$ cat config.mk
export PLATFORM = sky130hd
export DESIGN_NAME = div_sign_ctrl
export DESIGN_NICKNAME = d
export VERILOG_FILES = /design/src/rtl/div_pkg.sv /design/src/rtl/div_sign_ctrl_cond_neg.sv /design/src/rtl/div_sign_ctrl.sv
export SDC_FILE = /design/constraint.sdc
export NUM_CORES = 1
export LEC_CHECK = 0
export ABC_AREA = 0
export CAP_MARGIN = 20
export CORE_UTILIZATION = 57
export CTS_CLUSTER_SIZE = 8
export DETAILED_ROUTE_END_ITERATION = 7
export GPL_ROUTABILITY_DRIVEN = 0
export HOLD_SLACK_MARGIN = 0.15
export MAX_ROUTING_LAYER = met4
export PLACE_DENSITY = 0.85
export SLEW_MARGIN = 20
export SYNTH_ARGS = -nofsm -noshare
export SYNTH_HDL_FRONTEND = slang
export SYNTH_SLANG_ARGS = --single-unit
$ cat constraint.sdc
create_clock -name clk -period 8.6 [get_ports clk]
set_input_delay 1.72 -clock clk [delete_from_list [all_inputs] [get_ports clk]]
set_output_delay 1.72 -clock clk [all_outputs]
set_load 0.005 [all_outputs]
$ cat src/rtl/div_pkg.sv
// Shared definitions for the divider front-end and the unsigned divider core.
package div_pkg;

    localparam int WIDTH        = 32;
    localparam int CORE_TIMEOUT = 80;

    localparam logic [WIDTH-1:0] INT_MIN  = {1'b1, {(WIDTH-1){1'b0}}};
    localparam logic [WIDTH-1:0] ALL_ONES = {WIDTH{1'b1}};

    typedef enum logic [2:0] {
        ST_IDLE  = 3'd0,
        ST_PREP  = 3'd1,
        ST_ISSUE = 3'd2,
        ST_WAIT  = 3'd3,
        ST_FIX   = 3'd4,
        ST_OUT   = 3'd5
    } state_t;

endpackage

$ cat src/rtl/div_sign_ctrl_cond_neg.sv
// Conditional two's-complement negation: y = neg ? -x : x (mod 2^WIDTH).
module cond_neg #(
    parameter int WIDTH = 32
) (
    input  logic [WIDTH-1:0] x,
    input  logic             neg,
    output logic [WIDTH-1:0] y
);

    assign y = neg ? (~x + {{(WIDTH-1){1'b0}}, 1'b1}) : x;

endmodule

$ cat src/rtl/div_sign_ctrl.sv
// Signed/unsigned divide front-end: screens div-by-zero and signed overflow,
// feeds operand magnitudes to the unsigned core and restores result signs.
module div_sign_ctrl
    import div_pkg::*;
#(
    parameter int WIDTH        = div_pkg::WIDTH,
    parameter int CORE_TIMEOUT = div_pkg::CORE_TIMEOUT
) (
    input  logic             clk,
    input  logic             rst,
    input  logic             in_valid,
    output logic             in_ready,
    input  logic             in_signed,
    input  logic [WIDTH-1:0] in_dividend,
    input  logic [WIDTH-1:0] in_divisor,
    output logic             core_start,
    output logic [WIDTH-1:0] core_dividend,
    output logic [WIDTH-1:0] core_divisor,
    input  logic             core_done,
    input  logic [WIDTH-1:0] core_quotient,
    input  logic [WIDTH-1:0] core_remainder,
    output logic             out_valid,
    input  logic             out_ready,
    output logic [WIDTH-1:0] out_quotient,
    output logic [WIDTH-1:0] out_remainder,
    output logic             out_div0,
    output logic             out_ovf,
    output logic             out_timeout
);

    localparam int CNT_W = $clog2(CORE_TIMEOUT);
    localparam logic [CNT_W-1:0] CNT_LAST = CNT_W'(CORE_TIMEOUT - 1);
    localparam logic [WIDTH-1:0] MIN_V    = {1'b1, {(WIDTH-1){1'b0}}};
    localparam logic [WIDTH-1:0] ONES_V   = {WIDTH{1'b1}};
    localparam logic [WIDTH-1:0] ZERO_V   = {WIDTH{1'b0}};

    state_t             state_q, state_d;
    logic [WIDTH-1:0]   a_q, a_d, b_q, b_d;
    logic               sgn_q, sgn_d;
    logic               neg_quo_q, neg_quo_d, neg_rem_q, neg_rem_d;
    logic [WIDTH-1:0]   uq_q, uq_d, ur_q, ur_d;
    logic [CNT_W-1:0]   cnt_q, cnt_d;
    logic               core_start_q, core_start_d;
    logic [WIDTH-1:0]   core_dvd_q, core_dvd_d, core_dvs_q, core_dvs_d;
    logic               out_valid_q, out_valid_d;
    logic [WIDTH-1:0]   out_quo_q, out_quo_d, out_rem_q, out_rem_d;
    logic               div0_q, div0_d, ovf_q, ovf_d, tmo_q, tmo_d;

    logic [WIDTH-1:0]   mag_a_s, mag_b_s, fix_q_s, fix_r_s;

    cond_neg #(.WIDTH(WIDTH)) u_mag_a (.x(a_q),  .neg(sgn_q & a_q[WIDTH-1]), .y(mag_a_s));
    cond_neg #(.WIDTH(WIDTH)) u_mag_b (.x(b_q),  .neg(sgn_q & b_q[WIDTH-1]), .y(mag_b_s));
    cond_neg #(.WIDTH(WIDTH)) u_fix_q (.x(uq_q), .neg(neg_quo_q),           .y(fix_q_s));
    cond_neg #(.WIDTH(WIDTH)) u_fix_r (.x(ur_q), .neg(neg_rem_q),           .y(fix_r_s));

    assign in_ready      = rst && (state_q == ST_IDLE);
    assign core_start    = core_start_q;
    assign core_dividend = core_dvd_q;
    assign core_divisor  = core_dvs_q;
    assign out_valid     = out_valid_q;
    assign out_quotient  = out_quo_q;
    assign out_remainder = out_rem_q;
    assign out_div0      = div0_q;
    assign out_ovf       = ovf_q;
    assign out_timeout   = tmo_q;

    // Next-state and datapath update for the request sequencer.
    always_comb begin
        state_d      = state_q;
        a_d          = a_q;
        b_d          = b_q;
        sgn_d        = sgn_q;
        neg_quo_d    = neg_quo_q;
        neg_rem_d    = neg_rem_q;
        uq_d         = uq_q;
        ur_d         = ur_q;
        cnt_d        = cnt_q;
        core_start_d = 1'b0;
        core_dvd_d   = core_dvd_q;
        core_dvs_d   = core_dvs_q;
        out_valid_d  = out_valid_q;
        out_quo_d    = out_quo_q;
        out_rem_d    = out_rem_q;
        div0_d       = div0_q;
        ovf_d        = ovf_q;
        tmo_d        = tmo_q;

        case (state_q)
            ST_IDLE: begin
                if (in_valid) begin
                    a_d       = in_dividend;
                    b_d       = in_divisor;
                    sgn_d     = in_signed;
                    neg_quo_d = in_signed & (in_dividend[WIDTH-1] ^ in_divisor[WIDTH-1]);
                    neg_rem_d = in_signed & in_dividend[WIDTH-1];
                    state_d   = ST_PREP;
                end else begin
                    state_d   = ST_IDLE;
                end
            end
            ST_PREP: begin
                if (b_q == ZERO_V) begin
                    out_quo_d   = ONES_V;
                    out_rem_d   = a_q;
                    div0_d      = 1'b1;
                    out_valid_d = 1'b1;
                    state_d     = ST_OUT;
                end else if (sgn_q && (a_q == MIN_V) && (b_q == ONES_V)) begin
                    out_quo_d   = MIN_V;
                    out_rem_d   = ZERO_V;
                    ovf_d       = 1'b1;
                    out_valid_d = 1'b1;
                    state_d     = ST_OUT;
                end else begin
                    core_dvd_d   = mag_a_s;
                    core_dvs_d   = mag_b_s;
                    core_start_d = 1'b1;
                    state_d      = ST_ISSUE;
                end
            end
            ST_ISSUE: begin
                cnt_d   = {CNT_W{1'b0}};
                state_d = ST_WAIT;
            end
            ST_WAIT: begin
                // A core answer on the last budget cycle still wins over the abort.
                if (core_done) begin
                    uq_d    = core_quotient;
                    ur_d    = core_remainder;
                    state_d = ST_FIX;
                end else if (cnt_q == CNT_LAST) begin
                    out_quo_d   = ONES_V;
                    out_rem_d   = a_q;
                    tmo_d       = 1'b1;
                    out_valid_d = 1'b1;
                    state_d     = ST_OUT;
                end else begin
                    cnt_d = cnt_q + CNT_W'(1);
                end
            end
            ST_FIX: begin
                out_quo_d   = fix_q_s;
                out_rem_d   = fix_r_s;
                out_valid_d = 1'b1;
                state_d     = ST_OUT;
            end
            ST_OUT: begin
                if (out_ready) begin
                    out_valid_d = 1'b0;
                    div0_d      = 1'b0;
                    ovf_d       = 1'b0;
                    tmo_d       = 1'b0;
                    state_d     = ST_IDLE;
                end else begin
                    state_d     = ST_OUT;
                end
            end
            default: begin
                state_d = ST_IDLE;
            end
        endcase
    end

    // State and datapath registers with synchronous active-low reset.
    always_ff @(posedge clk) begin
        if (!rst) begin
            state_q      <= ST_IDLE;
            a_q          <= {WIDTH{1'b0}};
            b_q          <= {WIDTH{1'b0}};
            sgn_q        <= 1'b0;
            neg_quo_q    <= 1'b0;
            neg_rem_q    <= 1'b0;
            uq_q         <= {WIDTH{1'b0}};
            ur_q         <= {WIDTH{1'b0}};
            cnt_q        <= {CNT_W{1'b0}};
            core_start_q <= 1'b0;
            core_dvd_q   <= {WIDTH{1'b0}};
            core_dvs_q   <= {WIDTH{1'b0}};
            out_valid_q  <= 1'b0;
            out_quo_q    <= {WIDTH{1'b0}};
            out_rem_q    <= {WIDTH{1'b0}};
            div0_q       <= 1'b0;
            ovf_q        <= 1'b0;
            tmo_q        <= 1'b0;
        end else begin
            state_q      <= state_d;
            a_q          <= a_d;
            b_q          <= b_d;
            sgn_q        <= sgn_d;
            neg_quo_q    <= neg_quo_d;
            neg_rem_q    <= neg_rem_d;
            uq_q         <= uq_d;
            ur_q         <= ur_d;
            cnt_q        <= cnt_d;
            core_start_q <= core_start_d;
            core_dvd_q   <= core_dvd_d;
            core_dvs_q   <= core_dvs_d;
            out_valid_q  <= out_valid_d;
            out_quo_q    <= out_quo_d;
            out_rem_q    <= out_rem_d;
            div0_q       <= div0_d;
            ovf_q        <= ovf_d;
            tmo_q        <= tmo_d;
        end
    end

endmodule

==> results of run 1 <==
-- routing by layer --
metal	wire length, µm	part of all wire	global-route usage	up-vias
met5	0	0	-	-
met4	1950	0.046	0.160	0
met3	3490	0.082	0.0391	148
met2	20000	0.47	0.549	749
met1	17200	0.40	0.438	6682
li1	-	-	-	6637
-- path summary, 6_finish.rpt --
check	startpoint	to	slack, ns	depth (start not counted)
min reg2reg	out_quotient[9]	out_quotient[9]	0.46	2
max reg2reg	a_q[0]	out_remainder[13]	4.71	9
max	rst	in_ready	3.57	4
min	out_quotient[9]	out_quotient[9]	0.46	2
-- worst register-to-register path: stages, from the launching register on --
cell and delay [ns]:
dfxtp_1 0.39, inv_1 0.14, ha_1 0.20, or4b_1 0.58
nor4b_4 0.70, nand4_2 0.26, o21ai_4 0.54, o21ai_4 0.11
buf_4 0.37, mux2_2 0.49
-- registers in the layout (all words and copies together) (netlist names), 3 cells and up --
register       cells
core_dividend     32
uq_q              32
core_divisor      32
out_quotient      32
ur_q              32
b_q               32
a_q               32
cnt_q              7
out_remainder     32
state_q            3
-- cells by family (layout without fill, tap and decap cells) --
kind of cell,after synthesis,after routing,synth area share
buf+inv,173,354,0.0496
mux,55,55,0.0402
flops,274,274,0.398
simple gates,654,654,0.219
xor+xnor,101,101,0.0642
fa+ha+maj,6,6,0.00545
compound gates,506,506,0.224
-- power by group --
| group | internal, mW | switching [mW] | total (mW) |
|---|---|---|---|
| registers | 1.39 | 0.122 | 1.51 |
| logic | 0.398 | 0.502 | 0.900 |
| clock network | 0.835 | 0.539 | 1.37 |
-- layout by cell type (no fill, tap or decap), types with 4 or more instances in the layout --
| cell | netlist | routed |
|---|---|---|
| nor4_1 | 22 | 21 |
| or4_1 | 20 | 20 |
| o311ai_0 | 5 | 5 |
| o41ai_1 | 13 | 13 |
| clkbuf_16 | 0 | 41 |
| clkdlybuf4s50_1 | 0 | 266 |
| xor2_1 | 38 | 38 |
| nor3_1 | 47 | 47 |
| and3_1 | 10 | 10 |
| a41oi_1 | 6 | 6 |
| nor2_1 | 85 | 84 |
| o21ai_0 | 64 | 64 |
| nor4_2 | 3 | 4 |
| and2_1 | 10 | 7 |
| o221a_2 | 9 | 9 |
| buf_4 | 1 | 15 |
| nand2_1 | 352 | 350 |
| or3_1 | 16 | 16 |
| a21boi_0 | 16 | 16 |
| mux2i_1 | 52 | 52 |
| nand3b_1 | 6 | 6 |
| ha_1 | 6 | 6 |
| nand4_1 | 28 | 28 |
| a21oi_1 | 235 | 235 |
| nand2b_1 | 9 | 9 |
| a31oi_1 | 30 | 30 |
| o211ai_1 | 16 | 16 |
| inv_1 | 27 | 26 |
| nand3_1 | 30 | 30 |
| xnor2_1 | 63 | 63 |
| a22oi_1 | 6 | 6 |
| o22ai_1 | 8 | 8 |
| a211oi_1 | 58 | 58 |
| dfxtp_1 | 274 | 274 |
| o31ai_1 | 25 | 25 |
-- area by class of cell --
class,count,area (µm²)
well taps,319,399
multi-input cells,1322,7660
clock buffers,41,1030
clock inverters,3,26.3
flip-flops and latches,274,5490
repair buffers,282,2780
fillers,1833,6130
inverters,28,110
-- metrics by stage --
step	utilization	worst slack [ns]	hold slack, ns
3_5_place_dp	0.695	3.62	0.452
2_1_floorplan	-	4.69	0.445
3_3_place_gp	0.695	3.66	0.446
4_1_cts	0.740	3.61	0.464
5_1_grt	0.740	3.54	0.482
6_report	0.740	3.57	0.460
==> metrics.yaml, run 1 <==
status: "finished, final reports clean"
finalCriticalPeriod_ns: 5.03
grt_pass1_wl_um: 66100
antenna_cells: 0
synth_nets: 1909
fin_area_um2: 17500
yosysUniqueCellTypes: 63
period_share: 0.585
setup_viol: 0
synth-edff-count: 0
layout.nets: 2088
avgRoutedWirePerCell_um: 18.8
cts_resized: 0
yosysTopAreaCellShare: 0.398
avgSynthCellArea_um2: 7.79
pwr_density_cell_nw_per_um2: 217
drv_slew: 0
hold_class: "reg -> reg"
cts_setup_buffers: 0
critical_path_required_ns: 6.88
postCtsHoldBufs: 0
crit_chain: "buf_4 -> inv_6 -> nor4_1 -> clkdlybuf4s50_1"
root_buffer: "clkbuf_16"
crit_path_end_kind: "output pin"
async_flop_share: 0
rsz0062_at_grt: "no"
place_inst: 2224
fp.dieH_um: 157
cts.sinks: 274
yosysWarnings: 0
wl_um: 42600
io_pins: 268
synth_flop_cell: "dfxtp_1"
die_x_um: 157
clk_pin_slew_ns: 0.05
grtUsageTotal: 0.345
grt_pass1_vias: 13000
worstSetupStartpointType: "input port"
drive_above_1_share: 0.0487
maxCapViolCount: 0
antenna_left: 0
initial_core_util: 0.584
portBuffers: 267
cts_buffers: 40
worstSetupPathType: "in -> out"
cts_max_path_buffers: 3
dpl_cell_area_um2: 16400
tightest_slew_ns: 1.08
drtIter0Drc: 1328
ys_ff_latch: 274
vias: 14200
path_max_fanout: 44
grt_start_max_net_pins: 89
synth_commonest_cells: "352 x nand2_1, 274 x dfxtp_1, 235 x a21oi_1, 128 x clkbuf_1, 85 x nor2_1"
max_stage_delay_ns: 0.58
htree_levels: 2
stdcell_count: 2269
grt_overflow: 0
tns_ns: 0
path_delay_family: "buffers and inverters"
yosysMostFrequentCell: "nand2_1"
relSlewSlack: 0.277
dr.pass1.iters: 7
synthTopCellsByArea: "dfxtp_1 40%, nand2_1 9.6%, a21oi_1 8.5%, xnor2_1 4.0%, mux2i_1 3.8%"
cp.arrival_ns: 3.31
hold_violations: 0
drc: 0
clk_latency_ns: 0.52
p_leak_nw: 6.07
via_per_inst: 6.27
dieArea_um2: 24800
worst-path-buf-inv: 3
synth_area_leader_cell: "dfxtp_1"
netlist_instances: 1769
dp_hpwl_um: 28400
worst_path_max_delay_cell: "clkdlybuf4s50_1"
finClkSkew_ns: 0.0169
cts_tree: "yes"
netlist_area_um2: 13800
grt_antenna_before_repair: 0
vdd.ir_drop.worst_mv: 0.137
areaGrowthSynthToFinish_pct: 26.9
coreArea_um2: 23600
total_power_mw: 3.79
fmax_mhz: 199
ys_seq_area_frac: 0.398
fp-row-count: 56
(Power assumes the default switching activity.)
==> run 2: changes to the inputs <==
--- a/config.mk
+++ b/config.mk
@@ -7,13 +7,13 @@
 export LEC_CHECK = 0
 export ABC_AREA = 0
 export CAP_MARGIN = 20
-export CORE_UTILIZATION = 57
+export CORE_UTILIZATION = 47
 export CTS_CLUSTER_SIZE = 8
 export DETAILED_ROUTE_END_ITERATION = 7
 export GPL_ROUTABILITY_DRIVEN = 0
 export HOLD_SLACK_MARGIN = 0.15
 export MAX_ROUTING_LAYER = met4
-export PLACE_DENSITY = 0.85
+export PLACE_DENSITY = 0.74
 export SLEW_MARGIN = 20
 export SYNTH_ARGS = -nofsm -noshare
 export SYNTH_HDL_FRONTEND = slang
==> constraint.sdc (replaced) <==
create_clock -name clk -period 4.1 [get_ports clk]
set_input_delay 0.82 -clock clk [delete_from_list [all_inputs] [get_ports clk]]
set_output_delay 0.82 -clock clk [all_outputs]
set_load 0.005 [all_outputs]
==> run 2 against run 1 <==
  * Register-to-register slack got worse by 4.2 ns
  * Critical path type is now reg -> reg
  * Clock power increased by 110%
  * Non-clock buffer count increased by 10
  * Clock-buffer cell count increased by 1
  * Combinational power increased by 110%
  * Critical path depth increased by 5
  * Power increased by 110%
  * Highest routed layer unchanged
  * Sequential share of layout area decreased by 0.33 points
==> metrics.yaml, run 2 (same netlist as run 1, synthesis figures left out) <==
vias: 13900
postCtsHoldBufs: 0
cts_tree: "yes"
tightest_slew_ns: 1.12
r2r_end: "out_remainder[5]"
dp_hpwl_um: 30900
grt_overflow: 0
portBuffers: 267
die_x_um: 173
via_per_inst: 5.94
relSlewSlack: 0.253
grt_pass1_vias: 12700
grtUsageTotal: 0.293
crit_chain: "inv_1 -> ha_1 -> or4b_1 -> nor4b_4 -> nand4_2 -> o21ai_4 -> o21ai_4 -> buf_4 -> mux2i_1"
grt_pass1_wl_um: 68900
period_share: 0.872
dieArea_um2: 30000
critical_path_required_ns: 4.48
hold_class: "reg -> reg"
wl_um: 44000
stdcell_count: 2344
cts_buffers: 40
n_fill_cell: 2495
io_pins: 268
antenna_cells: 0
tns_ns: 0
max_stage_delay_ns: 0.62
maxCapViolCount: 0
ff2ff_setup_slack_ns: 0.52
crit_top_cell: "o21ai_4"
clk_pin_slew_ns: 0.05
finalCriticalPeriod_ns: 3.58
cts_max_path_buffers: 3
pwr_density_cell_nw_per_um2: 453
vdd.ir_drop.worst_mv: 0.313
layout_commonest_cell: "nand2_1"
r2r_cells: 9
worst_path_max_delay_cell: "o21ai_4"
antenna_left: 0
rsz0062_at_grt: "no"
p_leak_nw: 6.13
drv_slew: 0
layout.nets: 2098
initial_core_util: 0.479
finClkSkew_ns: 0.0327
worstSetupStartpoint: "a_q[0]"
timing.rr.start: "a_q[0]"
crit_path_end_kind: "register"
avgRoutedWirePerCell_um: 18.8
root_buffer: "clkbuf_16"
fp.dieH_um: 173
cts_resized: 0
dr.pass1.iters: 5
mostFrequentLayoutCells: "350 x nand2_1, 274 x dfxtp_1, 266 x clkdlybuf4s50_1"
fmax_mhz: 280
place_inst: 2299
fp-row-count: 62
crit_end: "out_remainder[5]"
drc: 0
drtIter0Drc: 1292
drive_above_1_share: 0.0531
cts_setup_buffers: 0
areaGrowthSynthToFinish_pct: 28.2
status: "finished, final reports clean"
htree_levels: 2
setup_viol: 0
grt_antenna_before_repair: 0
grt_start_max_net_pins: 121
clk_latency_ns: 0.53
worstSetupPathType: "reg -> reg"
cp.arrival_ns: 3.95
worstSetupStartpointType: "register"
path_max_fanout: 34
coreArea_um2: 28800
hold_violations: 0
cts.sinks: 274
-- run 2: worst max-delay path, delay by kind of cell (launching register included) --
kind | cells | cell delay (ns)
mux | 1 | 0.19
flops | 1 | 0.38
fa+ha+maj | 1 | 0.19
compound gates | 2 | 0.95
simple gates | 3 | 1.15
buf+inv | 2 | 0.51
-- run 2: routing by layer --
metal | GRT usage | routed length, µm | vias up
met2 | 0.443 | 19500 | 654
met5 | - | 0 | -
met1 | 0.401 | 19700 | 6516
met3 | 0.0399 | 3280 | 96
li1 | - | - | 6655
met4 | 0.100 | 1490 | 0
-- run 2: layout make-up --
cell class / instances / area, µm² / area share
multi-input combinational: 1322 / 7660 / 0.433
clock inverter: 2 / 25.0 / 0.00142
tap: 384 / 480 / 0.0272
clock buffer: 42 / 1050 / 0.0595
inverter: 28 / 110 / 0.00623
sequential: 274 / 5490 / 0.310
timing repair buffer: 292 / 2860 / 0.162
-- run 2: stage by stage --
step           setup slack [ns]  power (mW)  hold WS (ns)  cell area, µm²  utilization
3_5_place_dp              0.652        5.10         0.454           16600        0.576
3_3_place_gp              0.726        5.06         0.447           16600        0.576
6_report                  0.524        8.00         0.458           17700        0.614
5_1_grt                   0.417        8.32         0.484           17700        0.614
4_1_cts                   0.607        8.00         0.461           17700        0.614
2_1_floorplan              1.31        4.28         0.445           13800            -
-- run 2: where the power goes --
part	switching [mW]	internal, mW	total, mW
Combinational	1.06	0.851	1.91
Sequential	0.268	2.91	3.18
Clock	1.12	1.79	2.91
-- run 2: how the worst min path moves through the flow --
stage	slack, ns	depth (start not counted)	from	end
2_1_floorplan	0.44	2	uq_q[0]	uq_q[0]
3_3_place_gp	0.45	2	out_remainder[19]	out_remainder[19]
3_5_place_dp	0.45	2	out_quotient[17]	out_quotient[17]
4_1_cts	0.46	2	out_quotient[17]	out_quotient[17]
5_1_grt	0.48	2	out_quotient[17]	out_quotient[17]
6_report	0.46	2	out_quotient[8]	out_quotient[8]
